--- src/rtl/video_pkg.sv ---
// Shared constants and types for the YCbCr 4:2:2 to RGB888 conversion stage.
package video_pkg;

    // BT.601 limited-range coefficients, scaled by 256
    localparam int unsigned C_Y   = 298;
    localparam int unsigned C_RV  = 409;
    localparam int unsigned C_GU  = 100;
    localparam int unsigned C_GV  = 208;
    localparam int unsigned C_BU  = 516;
    localparam int unsigned Y_OFS = 16;
    localparam int unsigned C_OFS = 128;

    typedef enum logic [1:0] {
        PH_CB = 2'd0,
        PH_Y0 = 2'd1,
        PH_CR = 2'd2,
        PH_Y1 = 2'd3
    } phase_t;

    typedef struct packed {
        logic [7:0] r;
        logic [7:0] g;
        logic [7:0] b;
    } rgb888_t;

endpackage

--- src/rtl/ycbcr422_to_rgb888_if.sv ---
// AXI4-Stream style bundle with SOF (tuser) and EOL (tlast) sideband.
interface ycbcr422_to_rgb888_if #(
    parameter int unsigned DW = 8
);
    logic [DW-1:0] tdata;
    logic          tvalid;
    logic          tready;
    logic          tuser;
    logic          tlast;

    modport master (output tdata, output tvalid, output tuser, output tlast, input tready);
    modport slave  (input tdata, input tvalid, input tuser, input tlast, output tready);
endinterface

--- src/rtl/ycbcr_to_rgb_pipe.sv ---
// Three-stage BT.601 YCbCr to RGB arithmetic; every stage advances only on ce.
module ycbcr_to_rgb_pipe
    import video_pkg::*;
(
    input  logic       clk,
    input  logic       clr_n,
    input  logic       ce,
    input  logic       in_valid,
    input  logic       in_user,
    input  logic       in_last,
    input  logic [7:0] in_y,
    input  logic [7:0] in_cb,
    input  logic [7:0] in_cr,
    output logic       out_valid,
    output logic       out_user,
    output logic       out_last,
    output rgb888_t    out_rgb
);

    localparam logic signed [19:0] K_Y  = 20'(C_Y);
    localparam logic signed [19:0] K_RV = 20'(C_RV);
    localparam logic signed [19:0] K_GU = 20'(C_GU);
    localparam logic signed [19:0] K_GV = 20'(C_GV);
    localparam logic signed [19:0] K_BU = 20'(C_BU);
    localparam logic signed [19:0] RND  = 20'sd128;

    logic              s1_valid, s1_user, s1_last;
    logic signed [9:0] s1_y, s1_cb, s1_cr;
    logic              s2_valid, s2_user, s2_last;
    logic signed [19:0] s2_r, s2_g, s2_b;

    // Round, scale down by 256 and saturate to an 8-bit channel
    function automatic logic [7:0] clamp8(input logic signed [19:0] v);
        logic signed [19:0] t;
        t = (v + RND) >>> 8;
        if (t[19])
            clamp8 = 8'h00;
        else if (t > 20'sd255)
            clamp8 = 8'hFF;
        else
            clamp8 = t[7:0];
    endfunction

    // Stage 1: remove offsets; stage 2: weighted sums; stage 3: clamp to output
    always_ff @(posedge clk) begin
        if (!clr_n) begin
            s1_valid  <= 1'b0;
            s1_user   <= 1'b0;
            s1_last   <= 1'b0;
            s1_y      <= '0;
            s1_cb     <= '0;
            s1_cr     <= '0;
            s2_valid  <= 1'b0;
            s2_user   <= 1'b0;
            s2_last   <= 1'b0;
            s2_r      <= '0;
            s2_g      <= '0;
            s2_b      <= '0;
            out_valid <= 1'b0;
            out_user  <= 1'b0;
            out_last  <= 1'b0;
            out_rgb   <= '0;
        end else if (ce) begin
            s1_valid  <= in_valid;
            s1_user   <= in_user;
            s1_last   <= in_last;
            s1_y      <= $signed({2'b00, in_y}  - 10'(Y_OFS));
            s1_cb     <= $signed({2'b00, in_cb} - 10'(C_OFS));
            s1_cr     <= $signed({2'b00, in_cr} - 10'(C_OFS));

            s2_valid  <= s1_valid;
            s2_user   <= s1_user;
            s2_last   <= s1_last;
            s2_r      <= K_Y * 20'(s1_y) + K_RV * 20'(s1_cr);
            s2_g      <= K_Y * 20'(s1_y) - K_GU * 20'(s1_cb) - K_GV * 20'(s1_cr);
            s2_b      <= K_Y * 20'(s1_y) + K_BU * 20'(s1_cb);

            out_valid <= s2_valid;
            out_user  <= s2_user;
            out_last  <= s2_last;
            out_rgb   <= '{r: clamp8(s2_r), g: clamp8(s2_g), b: clamp8(s2_b)};
        end
    end

endmodule

--- src/rtl/ycbcr422_to_rgb888.sv ---
// YCbCr 4:2:2 sample stream to RGB888 pixel stream with SOF/EOL framing and error count.
module ycbcr422_to_rgb888
    import video_pkg::*;
#(
    parameter int unsigned ERR_W = 16
) (
    input  logic                 clk,
    input  logic                 rstn,
    input  logic                 enable_i,
    ycbcr422_to_rgb888_if.slave  s,
    ycbcr422_to_rgb888_if.master m,
    input  logic                 err_clr_i,
    output logic [ERR_W-1:0]     err_cnt_o,
    output logic                 synced_o
);

    phase_t     phase_q, phase_d;
    logic       live_c;
    logic       ce_c, acc_c;
    logic       synced_q, synced_d;
    logic       sof_q, sof_d;
    logic       err_c;
    logic       lat_cb_c, lat_y0_c, lat_cr_c;
    logic [7:0] cb_q, y0_q, cr_q;

    logic       issue_c, tok_user_d, tok_last_d;
    logic [7:0] tok_y_d, tok_cb_d, tok_cr_d;
    logic       tok_valid_q, tok_user_q, tok_last_q;
    logic [7:0] tok_y_q, tok_cb_q, tok_cr_q;

    logic       p_valid, p_user, p_last;
    rgb888_t    p_rgb;

    assign live_c   = rstn & enable_i;
    assign ce_c     = m.tready | ~p_valid;
    assign s.tready = enable_i & ce_c;
    assign acc_c    = s.tvalid & enable_i & ce_c;
    assign synced_o = synced_q;

    // Phase register; enable low behaves like reset
    always_ff @(posedge clk) begin
        if (!live_c)
            phase_q <= PH_CB;
        else
            phase_q <= phase_d;
    end

    // Next phase, sync, framing errors, group latching and pixel issue
    always_comb begin
        phase_d    = phase_q;
        synced_d   = synced_q;
        sof_d      = sof_q;
        err_c      = 1'b0;
        lat_cb_c   = 1'b0;
        lat_y0_c   = 1'b0;
        lat_cr_c   = 1'b0;
        issue_c    = 1'b0;
        tok_y_d    = s.tdata;
        tok_cb_d   = cb_q;
        tok_cr_d   = cr_q;
        tok_user_d = 1'b0;
        tok_last_d = 1'b0;
        // Unsynced samples are dropped; phase is always PH_CB while unsynced
        if (acc_c && (synced_q || s.tuser)) begin
            if (s.tuser)
                synced_d = 1'b1;
            if (s.tuser && s.tlast && phase_q == PH_CB) begin
                err_c   = 1'b1;
                phase_d = PH_CB;
            end else if (s.tuser) begin
                // SOF restarts the group; a partial group is silently dropped
                err_c    = (phase_q != PH_CB);
                lat_cb_c = 1'b1;
                sof_d    = 1'b1;
                phase_d  = PH_Y0;
            end else if (s.tlast && phase_q != PH_Y1) begin
                err_c   = 1'b1;
                phase_d = PH_CB;
            end else begin
                unique case (phase_q)
                    PH_CB: begin
                        lat_cb_c = 1'b1;
                        sof_d    = 1'b0;
                        phase_d  = PH_Y0;
                    end
                    PH_Y0: begin
                        lat_y0_c = 1'b1;
                        phase_d  = PH_CR;
                    end
                    PH_CR: begin
                        lat_cr_c   = 1'b1;
                        issue_c    = 1'b1;
                        tok_y_d    = y0_q;
                        tok_cr_d   = s.tdata;
                        tok_user_d = sof_q;
                        phase_d    = PH_Y1;
                    end
                    PH_Y1: begin
                        issue_c    = 1'b1;
                        tok_last_d = s.tlast;
                        phase_d    = PH_CB;
                    end
                endcase
            end
        end
    end

    // Sync flag, latched chroma/luma and the issue token feeding the pipe
    always_ff @(posedge clk) begin
        if (!live_c) begin
            synced_q    <= 1'b0;
            sof_q       <= 1'b0;
            cb_q        <= '0;
            y0_q        <= '0;
            cr_q        <= '0;
            tok_valid_q <= 1'b0;
            tok_user_q  <= 1'b0;
            tok_last_q  <= 1'b0;
            tok_y_q     <= '0;
            tok_cb_q    <= '0;
            tok_cr_q    <= '0;
        end else begin
            synced_q <= synced_d;
            sof_q    <= sof_d;
            if (lat_cb_c) cb_q <= s.tdata;
            if (lat_y0_c) y0_q <= s.tdata;
            if (lat_cr_c) cr_q <= s.tdata;
            if (ce_c) begin
                tok_valid_q <= issue_c;
                tok_user_q  <= tok_user_d;
                tok_last_q  <= tok_last_d;
                tok_y_q     <= tok_y_d;
                tok_cb_q    <= tok_cb_d;
                tok_cr_q    <= tok_cr_d;
            end
        end
    end

    // Saturating framing-error counter; a clear coinciding with an error leaves 1
    always_ff @(posedge clk) begin
        if (!rstn)
            err_cnt_o <= '0;
        else if (err_clr_i)
            err_cnt_o <= ERR_W'(err_c);
        else if (err_c && (err_cnt_o != '1))
            err_cnt_o <= err_cnt_o + 1'b1;
    end

    ycbcr_to_rgb_pipe u_pipe (
        .clk       (clk),
        .clr_n     (live_c),
        .ce        (ce_c),
        .in_valid  (tok_valid_q),
        .in_user   (tok_user_q),
        .in_last   (tok_last_q),
        .in_y      (tok_y_q),
        .in_cb     (tok_cb_q),
        .in_cr     (tok_cr_q),
        .out_valid (p_valid),
        .out_user  (p_user),
        .out_last  (p_last),
        .out_rgb   (p_rgb)
    );

    assign m.tvalid = p_valid;
    assign m.tuser  = p_user;
    assign m.tlast  = p_last;
    assign m.tdata  = p_rgb;

endmodule

--- src/flat_wrapper.sv ---
// flat-port wrapper written by rule: the top's interface ports become plain ports
module ycbcr422_to_rgb888_flat import video_pkg::*;
#(
    parameter int unsigned ERR_W = 16
)
  (clk, rstn, enable_i, err_clr_i, err_cnt_o, synced_o, s_tdata, s_tvalid, s_tuser, s_tlast, s_tready, m_tdata, m_tvalid, m_tuser, m_tlast, m_tready);
  ycbcr422_to_rgb888_if #(.DW(8)) s_i ();
  ycbcr422_to_rgb888_if #(.DW(24)) m_i ();
  input  logic clk;
  input  logic rstn;
  input  logic enable_i;
  input  logic err_clr_i;
  output logic [ERR_W-1:0] err_cnt_o;
  output logic synced_o;
  input wire logic [$bits(s_i.tdata)-1:0] s_tdata;
  input wire logic [$bits(s_i.tvalid)-1:0] s_tvalid;
  input wire logic [$bits(s_i.tuser)-1:0] s_tuser;
  input wire logic [$bits(s_i.tlast)-1:0] s_tlast;
  output wire logic [$bits(s_i.tready)-1:0] s_tready;
  output wire logic [$bits(m_i.tdata)-1:0] m_tdata;
  output wire logic [$bits(m_i.tvalid)-1:0] m_tvalid;
  output wire logic [$bits(m_i.tuser)-1:0] m_tuser;
  output wire logic [$bits(m_i.tlast)-1:0] m_tlast;
  input wire logic [$bits(m_i.tready)-1:0] m_tready;
  assign s_i.tdata = s_tdata;
  assign s_i.tvalid = s_tvalid;
  assign s_i.tuser = s_tuser;
  assign s_i.tlast = s_tlast;
  assign s_tready = s_i.tready;
  assign m_tdata = m_i.tdata;
  assign m_tvalid = m_i.tvalid;
  assign m_tuser = m_i.tuser;
  assign m_tlast = m_i.tlast;
  assign m_i.tready = m_tready;
  ycbcr422_to_rgb888 #(.ERR_W(ERR_W)) u_core (.clk(clk), .rstn(rstn), .enable_i(enable_i), .s(s_i), .m(m_i), .err_clr_i(err_clr_i), .err_cnt_o(err_cnt_o), .synced_o(synced_o));
endmodule
--- config.mk ---
export PLATFORM = sky130hd
export DESIGN_NAME = ycbcr422_to_rgb888_flat
export DESIGN_NICKNAME = d
export VERILOG_FILES = /design/src/rtl/video_pkg.sv /design/src/rtl/ycbcr422_to_rgb888_if.sv /design/src/rtl/ycbcr_to_rgb_pipe.sv /design/src/rtl/ycbcr422_to_rgb888.sv /design/src/flat_wrapper.sv
export SDC_FILE = /design/constraint.sdc
export NUM_CORES = 1
export LEC_CHECK = 0
export CAP_MARGIN = 0
export CORE_ASPECT_RATIO = 0.8
export CORE_UTILIZATION = 49
export CTS_CLUSTER_DIAMETER = 150
export DETAILED_ROUTE_END_ITERATION = 12
export DONT_BUFFER_PORTS = 1
export PLACE_DENSITY = 0.68
export SETUP_SLACK_MARGIN = 0.5
export SLEW_MARGIN = 20
export SYNTH_ARGS = -nofsm -noshare
export SYNTH_HDL_FRONTEND = slang
export SYNTH_HIERARCHICAL = 1
export SYNTH_SLANG_ARGS = --single-unit
--- constraint.sdc ---
create_clock -name clk -period 7.3 [get_ports clk]
set_input_delay 1.095 -clock clk [delete_from_list [all_inputs] [get_ports clk]]
set_output_delay 1.095 -clock clk [all_outputs]
set_load 0.01 [all_outputs]
Word level (Yosys, flattened, before mapping)

Index checks and enable logic that the tools add are counted.

Bits in registers: 191
Output and inout port bits: 45
Word-level logic and storage cells: 138
Input port bits: 16

Add/subtract/negate cells: 11
Reductions and logical operators: 14
Multipliers: 5
Bitwise operators: 8
Equality and inequality tests: 6
Multiplexer cells: 59
$lt $le $gt $ge: 3

Operator list:

| cell                                                            | number |
|---|---|
| two-way mux 8 bit                                               | 16 |
| adder 20 x 9 -> 20 bit (second input constant)                  | 3 |
| two-way mux 1 bit                                               | 39 |
| greater-than comparator 12 x 9 -> 1 bit (second input constant) | 3 |
| multiplier 9 x 9 -> 18 bit (first input constant)               | 2 |
| adder 19 x 19 -> 20 bit                                         | 1 |
| adder 19 x 20 -> 20 bit                                         | 1 |
| subtractor 19 x 17 -> 20 bit                                    | 1 |
| subtractor 20 x 18 -> 20 bit                                    | 1 |
| multiplier 10 x 9 -> 19 bit (first input constant)              | 1 |
| subtractor 8 x 8 -> 9 bit (second input constant)               | 2 |
| adder 16 x 1 -> 16 bit (second input constant)                  | 1 |
| inequality test 16 bit (second input constant)                  | 1 |
| multiplier 6 x 9 -> 15 bit (first input constant)               | 1 |
| multiplier 5 x 9 -> 14 bit (first input constant)               | 1 |
| subtractor 8 x 5 -> 9 bit (second input constant)               | 1 |
| one-hot mux 2 bit (4 select lines)                              | 1 |
| two-way mux 2 bit                                               | 3 |
| nonzero test 2 bit                                              | 3 |
| logical AND 1 bit                                               | 5 |
| AND 1 bit                                                       | 4 |
| == test 2 bit (second input constant)                           | 2 |
| inequality test 2 bit (second input constant)                   | 2 |
| AND reduction 4 bit                                             | 1 |
| other kinds (7)                                                 | 10 |

Depth between registers and ports, before layout

Word-level depth: 9
Gate-level depth with buffers: 27
Depth with buffers taken out: 27

Hierarchy

Netlist, hierarchy kept.

Modules (own cells, without submodules):

| module             | cells each | area an instance (µm²) | instances | sequential area each (µm²) |
|---|---|---|---|---|
| ycbcr_to_rgb_pipe  | 1215       | 10822.9                | 1         | 1941.9 |
| ycbcr422_to_rgb888 | 383        | 3130.5                 | 1         | 1421.4 |

Least setup slack after synthesis

No wires, ideal clock.

Kind: register to register
From: reg u_core.u_pipe.s1_y[3]
To: reg u_core.u_pipe.s2_g[18]
Clock period less this slack: 5.780 ns
Data required time: 7.180 ns
Cell stages (with the launch flop): 27
Arrival time: 5.660 ns
Setup time: 0.120 ns
Slack: 1.520 ns
Path buffers: 0
Cell sequence: dfxtp_1 -> ha_1 -> ha_1 -> inv_1 -> fa_1 -> inv_1 -> fa_1 -> ha_1 -> inv_1 -> fa_1 -> nor2b_1 -> o21ai_0 -> a21oi_1 -> o21ai_0 -> a21oi_1 -> nor2_1 -> xor2_1 -> fa_1 -> inv_1 -> ha_1 -> a21oi_1 -> nor2b_1 -> nor4_1 -> a22oi_1 -> a21oi_1 -> nor3_1 -> a211o_1

Cells in the longest elaborated chain, start to end: 3

Ends and longest elaborated chain:

| item                         | line                    | source |
|---|---|---|
| start: declaration           | ycbcr_to_rgb_pipe.sv:28 | `logic signed [9:0] s1_y, s1_cb, s1_cr;` |
| start signal: assignment     | ycbcr_to_rgb_pipe.sv:67 | `s1_y <= $signed({2'b00, in_y} - 10'(Y_OFS));` |
| multiplier 9 x 9 -> 18 bit   | ycbcr_to_rgb_pipe.sv:75 | `s2_g <= K_Y * 20'(s1_y) - K_GU * 20'(s1_cb) - K_GV * 20'(s1_cr);` |
| subtractor 19 x 17 -> 20 bit | ycbcr_to_rgb_pipe.sv:75 |  |
| subtractor 20 x 18 -> 20 bit | ycbcr_to_rgb_pipe.sv:75 |  |
| end signal: assignment       | ycbcr_to_rgb_pipe.sv:75 |  |
| end: declaration             | ycbcr_to_rgb_pipe.sv:30 | `logic signed [19:0] s2_r, s2_g, s2_b;` |

Every way passes these cells.
A chain may end at the register's enable or synchronous reset.

Worst setup path after layout

Ends and elaborated chain as after synthesis.

==> impl_metrics.env <==
export IMPL_hold_buffers=0
export IMPL_met3_usage_pct=3.42
export IMPL_fillers=2517
export IMPL_synthCells=1598
export IMPL_synth_seq_cells=168
export IMPL_leakagePower_nw=7.14
export IMPL_synth_most_common_cell="ha_1"
export IMPL_drt_pass1_iterations=5
export IMPL_cts_buffers=17
export IMPL_fin_crit_ns=6.36
export IMPL_syn_nets=1902
export IMPL_fin_skew_ns=0.0132
export IMPL_finalHoldViolCount=0
export IMPL_cts_tree="done"
export IMPL_fmax_ghz=0.157
export IMPL_synthDistinctLibCells=78
export IMPL_arrival_ns=6.68
export IMPL_die_area_um2=29200
export IMPL_grt_use_met1_pct=33.8
export IMPL_synthTopCellsByArea="dfxtp_1, ha_1, fa_1"
export IMPL_antenna_found_initial=0
export IMPL_wirelength_um=33100
export IMPL_htreeDepth=4
export IMPL_combPwrFrac_pct=23.4
export IMPL_dp_hpwl_um=25900
export IMPL_grt_ovfl_total=0
export IMPL_grt_usage_pct=23.5
export IMPL_clockBufferDepth=2
export IMPL_grt_max_degree=74
export IMPL_die_w_um=191
export IMPL_cts_resized_gates=0
export IMPL_via_per_inst=5.59
export IMPL_clock_sinks=168
export IMPL_critPathBufInv=4
export IMPL_path_clk_slew_ns=0.07
export IMPL_power_frac_seq_pct=39.7
export IMPL_switching_share_pct=31.3
export IMPL_grt_busiest_layer="met2"
export IMPL_internal_power_w=0.00177
export IMPL_synth_edf_count=0
export IMPL_synthTopCellsByCount="ha_1, inv_1, dfxtp_1, nand2_1, a21oi_1"
export IMPL_clkPwrFrac_pct=36.9
export IMPL_io_pin_count=61
export IMPL_ant_nets=0
export IMPL_slew_violations=0
export IMPL_yosysSeqAreaShare_pct=24.1
export IMPL_cp_start_kind="register"
export IMPL_hold_ws_ns=0.451
export IMPL_cts_root_buffer="clkbuf_16"
export IMPL_synth_top_area_cell="dfxtp_1"
export IMPL_synth_flop_cell="dfxtp_1"
export IMPL_rows=54
export IMPL_outcome="finished, final reports clean"
export IMPL_switchingPower_w=0.000807
export IMPL_powerDensity_nw_per_um2=173
export IMPL_drt_iter0_drc=700
export IMPL_instances_no_fill=1953
export IMPL_final_area_um2=14900
export IMPL_vdd_drop_max_uv=191
export IMPL_worstPathRequired_ns=7.62
export IMPL_gp_congestion=0.909
export IMPL_diodes=0
export IMPL_post_route_period_util_pct=87.2
export IMPL_hp_class="register to register"
export IMPL_tightest_slew_ns=1.04
export IMPL_fin_total_pwr_w=0.00258
export IMPL_avgRoutedWirePerCell_um=16.9
export IMPL_setup_tns_ns=0
export IMPL_core_area_um2=27600
export IMPL_drc=0
export IMPL_maxSlewHeadroom_pct=30.3
export IMPL_syn2layout_area_growth_pct=6.62
export IMPL_drive_gt1_share_pct=4.22
export IMPL_crit_fanout=4
export IMPL_insertion_delay_ns=0.43
export IMPL_vias=10900
export IMPL_fin_nets=1880
export IMPL_crit_type="register to register"
export IMPL_synth_warnings=6
export IMPL_async_flop_share_pct=0
export IMPL_drv_cap=0
export IMPL_multiInputGateArea_um2=9730
export IMPL_grt_use_met2_pct=37.2
export IMPL_finalSetupViolCount=0
export IMPL_cts_setup_buffers=0
export IMPL_regArea_um2=3360
export IMPL_place_area_um2=14300
export IMPL_crit_path_top_delay_cell="fa_1"
export IMPL_grt_pass1_wl_um=54900
export IMPL_syn_area_per_cell_um2=8.73
export IMPL_start_util_pct=50.5
export IMPL_slowest_delay_ns=0.54
export IMPL_dieHeight_um=153
export IMPL_rsz0062_at_grt="no"
export IMPL_crit_family="adder cells"
export IMPL_end_kind="register"
export IMPL_syn_area_um2=14000
export IMPL_port_buffers=0
export IMPL_grt_pass1_vias=10600
export IMPL_dp_cells=1921
export IMPL_yosysTopAreaCellShare_pct=24.1
==> path summary, 6_finish.rpt <==
kind,start,slack (ns),endpoint,depth (start not counted)
max,u_core/u_pipe/s1_y[3],0.94,u_core/u_pipe/s2_g[18],26
min,u_core/cr_q[3],0.45,u_core/tok_cr_q[3],2
max reg2reg,u_core/u_pipe/s1_y[3],0.94,u_core/u_pipe/s2_g[18],26
min reg2reg,u_core/cr_q[3],0.45,u_core/tok_cr_q[3],2
==> layout by cell type, fill, tap and decap left out, types with 19 or more instances in the layout <==
master,Yosys,routed
ha_1,235,235
nand2_1,148,148
xnor2_1,61,61
a21o_1,27,27
a31oi_1,19,19
fa_1,53,53
nand3_1,47,47
dfxtp_1,168,168
nor2b_1,68,67
o21ai_0,69,69
nor2_1,55,55
o21a_1,23,23
a21oi_1,119,119
xor2_1,37,37
mux2i_1,49,49
inv_1,176,175
==> worst min-delay path, delay by kind of cell (launching register included) <==
family | cells | cell delay [ns]
simple gates | 1 | 0.05
compound gates | 1 | 0.05
flops | 1 | 0.31
==> kinds of logic (layout without fill, tap and decap cells) <==
| logic type | count (synthesis) | in the layout | synth area share (%) |
|---|---|---|---|
| buffers and inverters | 224 | 215 | 6.18 |
| flip-flops | 168 | 168 | 24.1 |
| adder cells (fa/ha/maj) | 288 | 288 | 28.7 |
| XOR/XNOR | 98 | 98 | 6.15 |
| AO/OA/AOI/OAI | 351 | 351 | 16.3 |
| multiplexers | 51 | 51 | 3.70 |
| AND/OR/NAND/NOR | 418 | 418 | 14.9 |
==> per-stage QoR <==
stage	worst slack [ns]	util (%)
after global routing	0.554	53.8
after global placement	1.20	51.6
after floorplan	1.52	-
final	0.936	53.8
after CTS	0.970	53.8
after detailed placement	0.988	51.6
==> state kept, by name (all words and copies together) (netlist names), 9 cells and up <==
signal / count
u_core/err_cnt_o: 16
u_core/u_pipe/out_rgb: 24
u_core/u_pipe/s1_y: 9
u_core/u_pipe/s2_b: 13
u_core/u_pipe/s2_g: 13
u_core/u_pipe/s2_r: 13
==> layer usage <==
| metal | vias to the layer above | routed length, um |
|---|---|---|
| met3 | 24 | 1400 |
| met1 | 5223 | 16700 |
| met2 | 185 | 14600 |
| met5 | - | 0 |
| li1 | 5488 | - |
| met4 | 0 | 276 |
==> power by group through the flow <==
| stage | combinational [W] | sequential, W | clock [W] |
|---|---|---|---|
| 2_1_floorplan | 0.000463 | 0.00103 | 0 |
| 3_3_place_gp | 0.000585 | 0.00104 | 0 |
| 3_5_place_dp | 0.000598 | 0.00104 | 0 |
| 4_1_cts | 0.000602 | 0.00102 | 0.000968 |
| 5_1_grt | 0.000675 | 0.00103 | 0.00102 |
| 6_report | 0.000603 | 0.00102 | 0.000952 |
==> area by class of cell <==
class,instances,share of cell area [%]
multi-input cells,1206,65.4
flip-flops and latches,168,22.6
inverters,177,4.50
well taps,364,3.06
clock buffers,18,2.88
clock inverters,14,1.24
repair buffers,6,0.303
No activity file was read; power rests on OpenSTA's default activity.
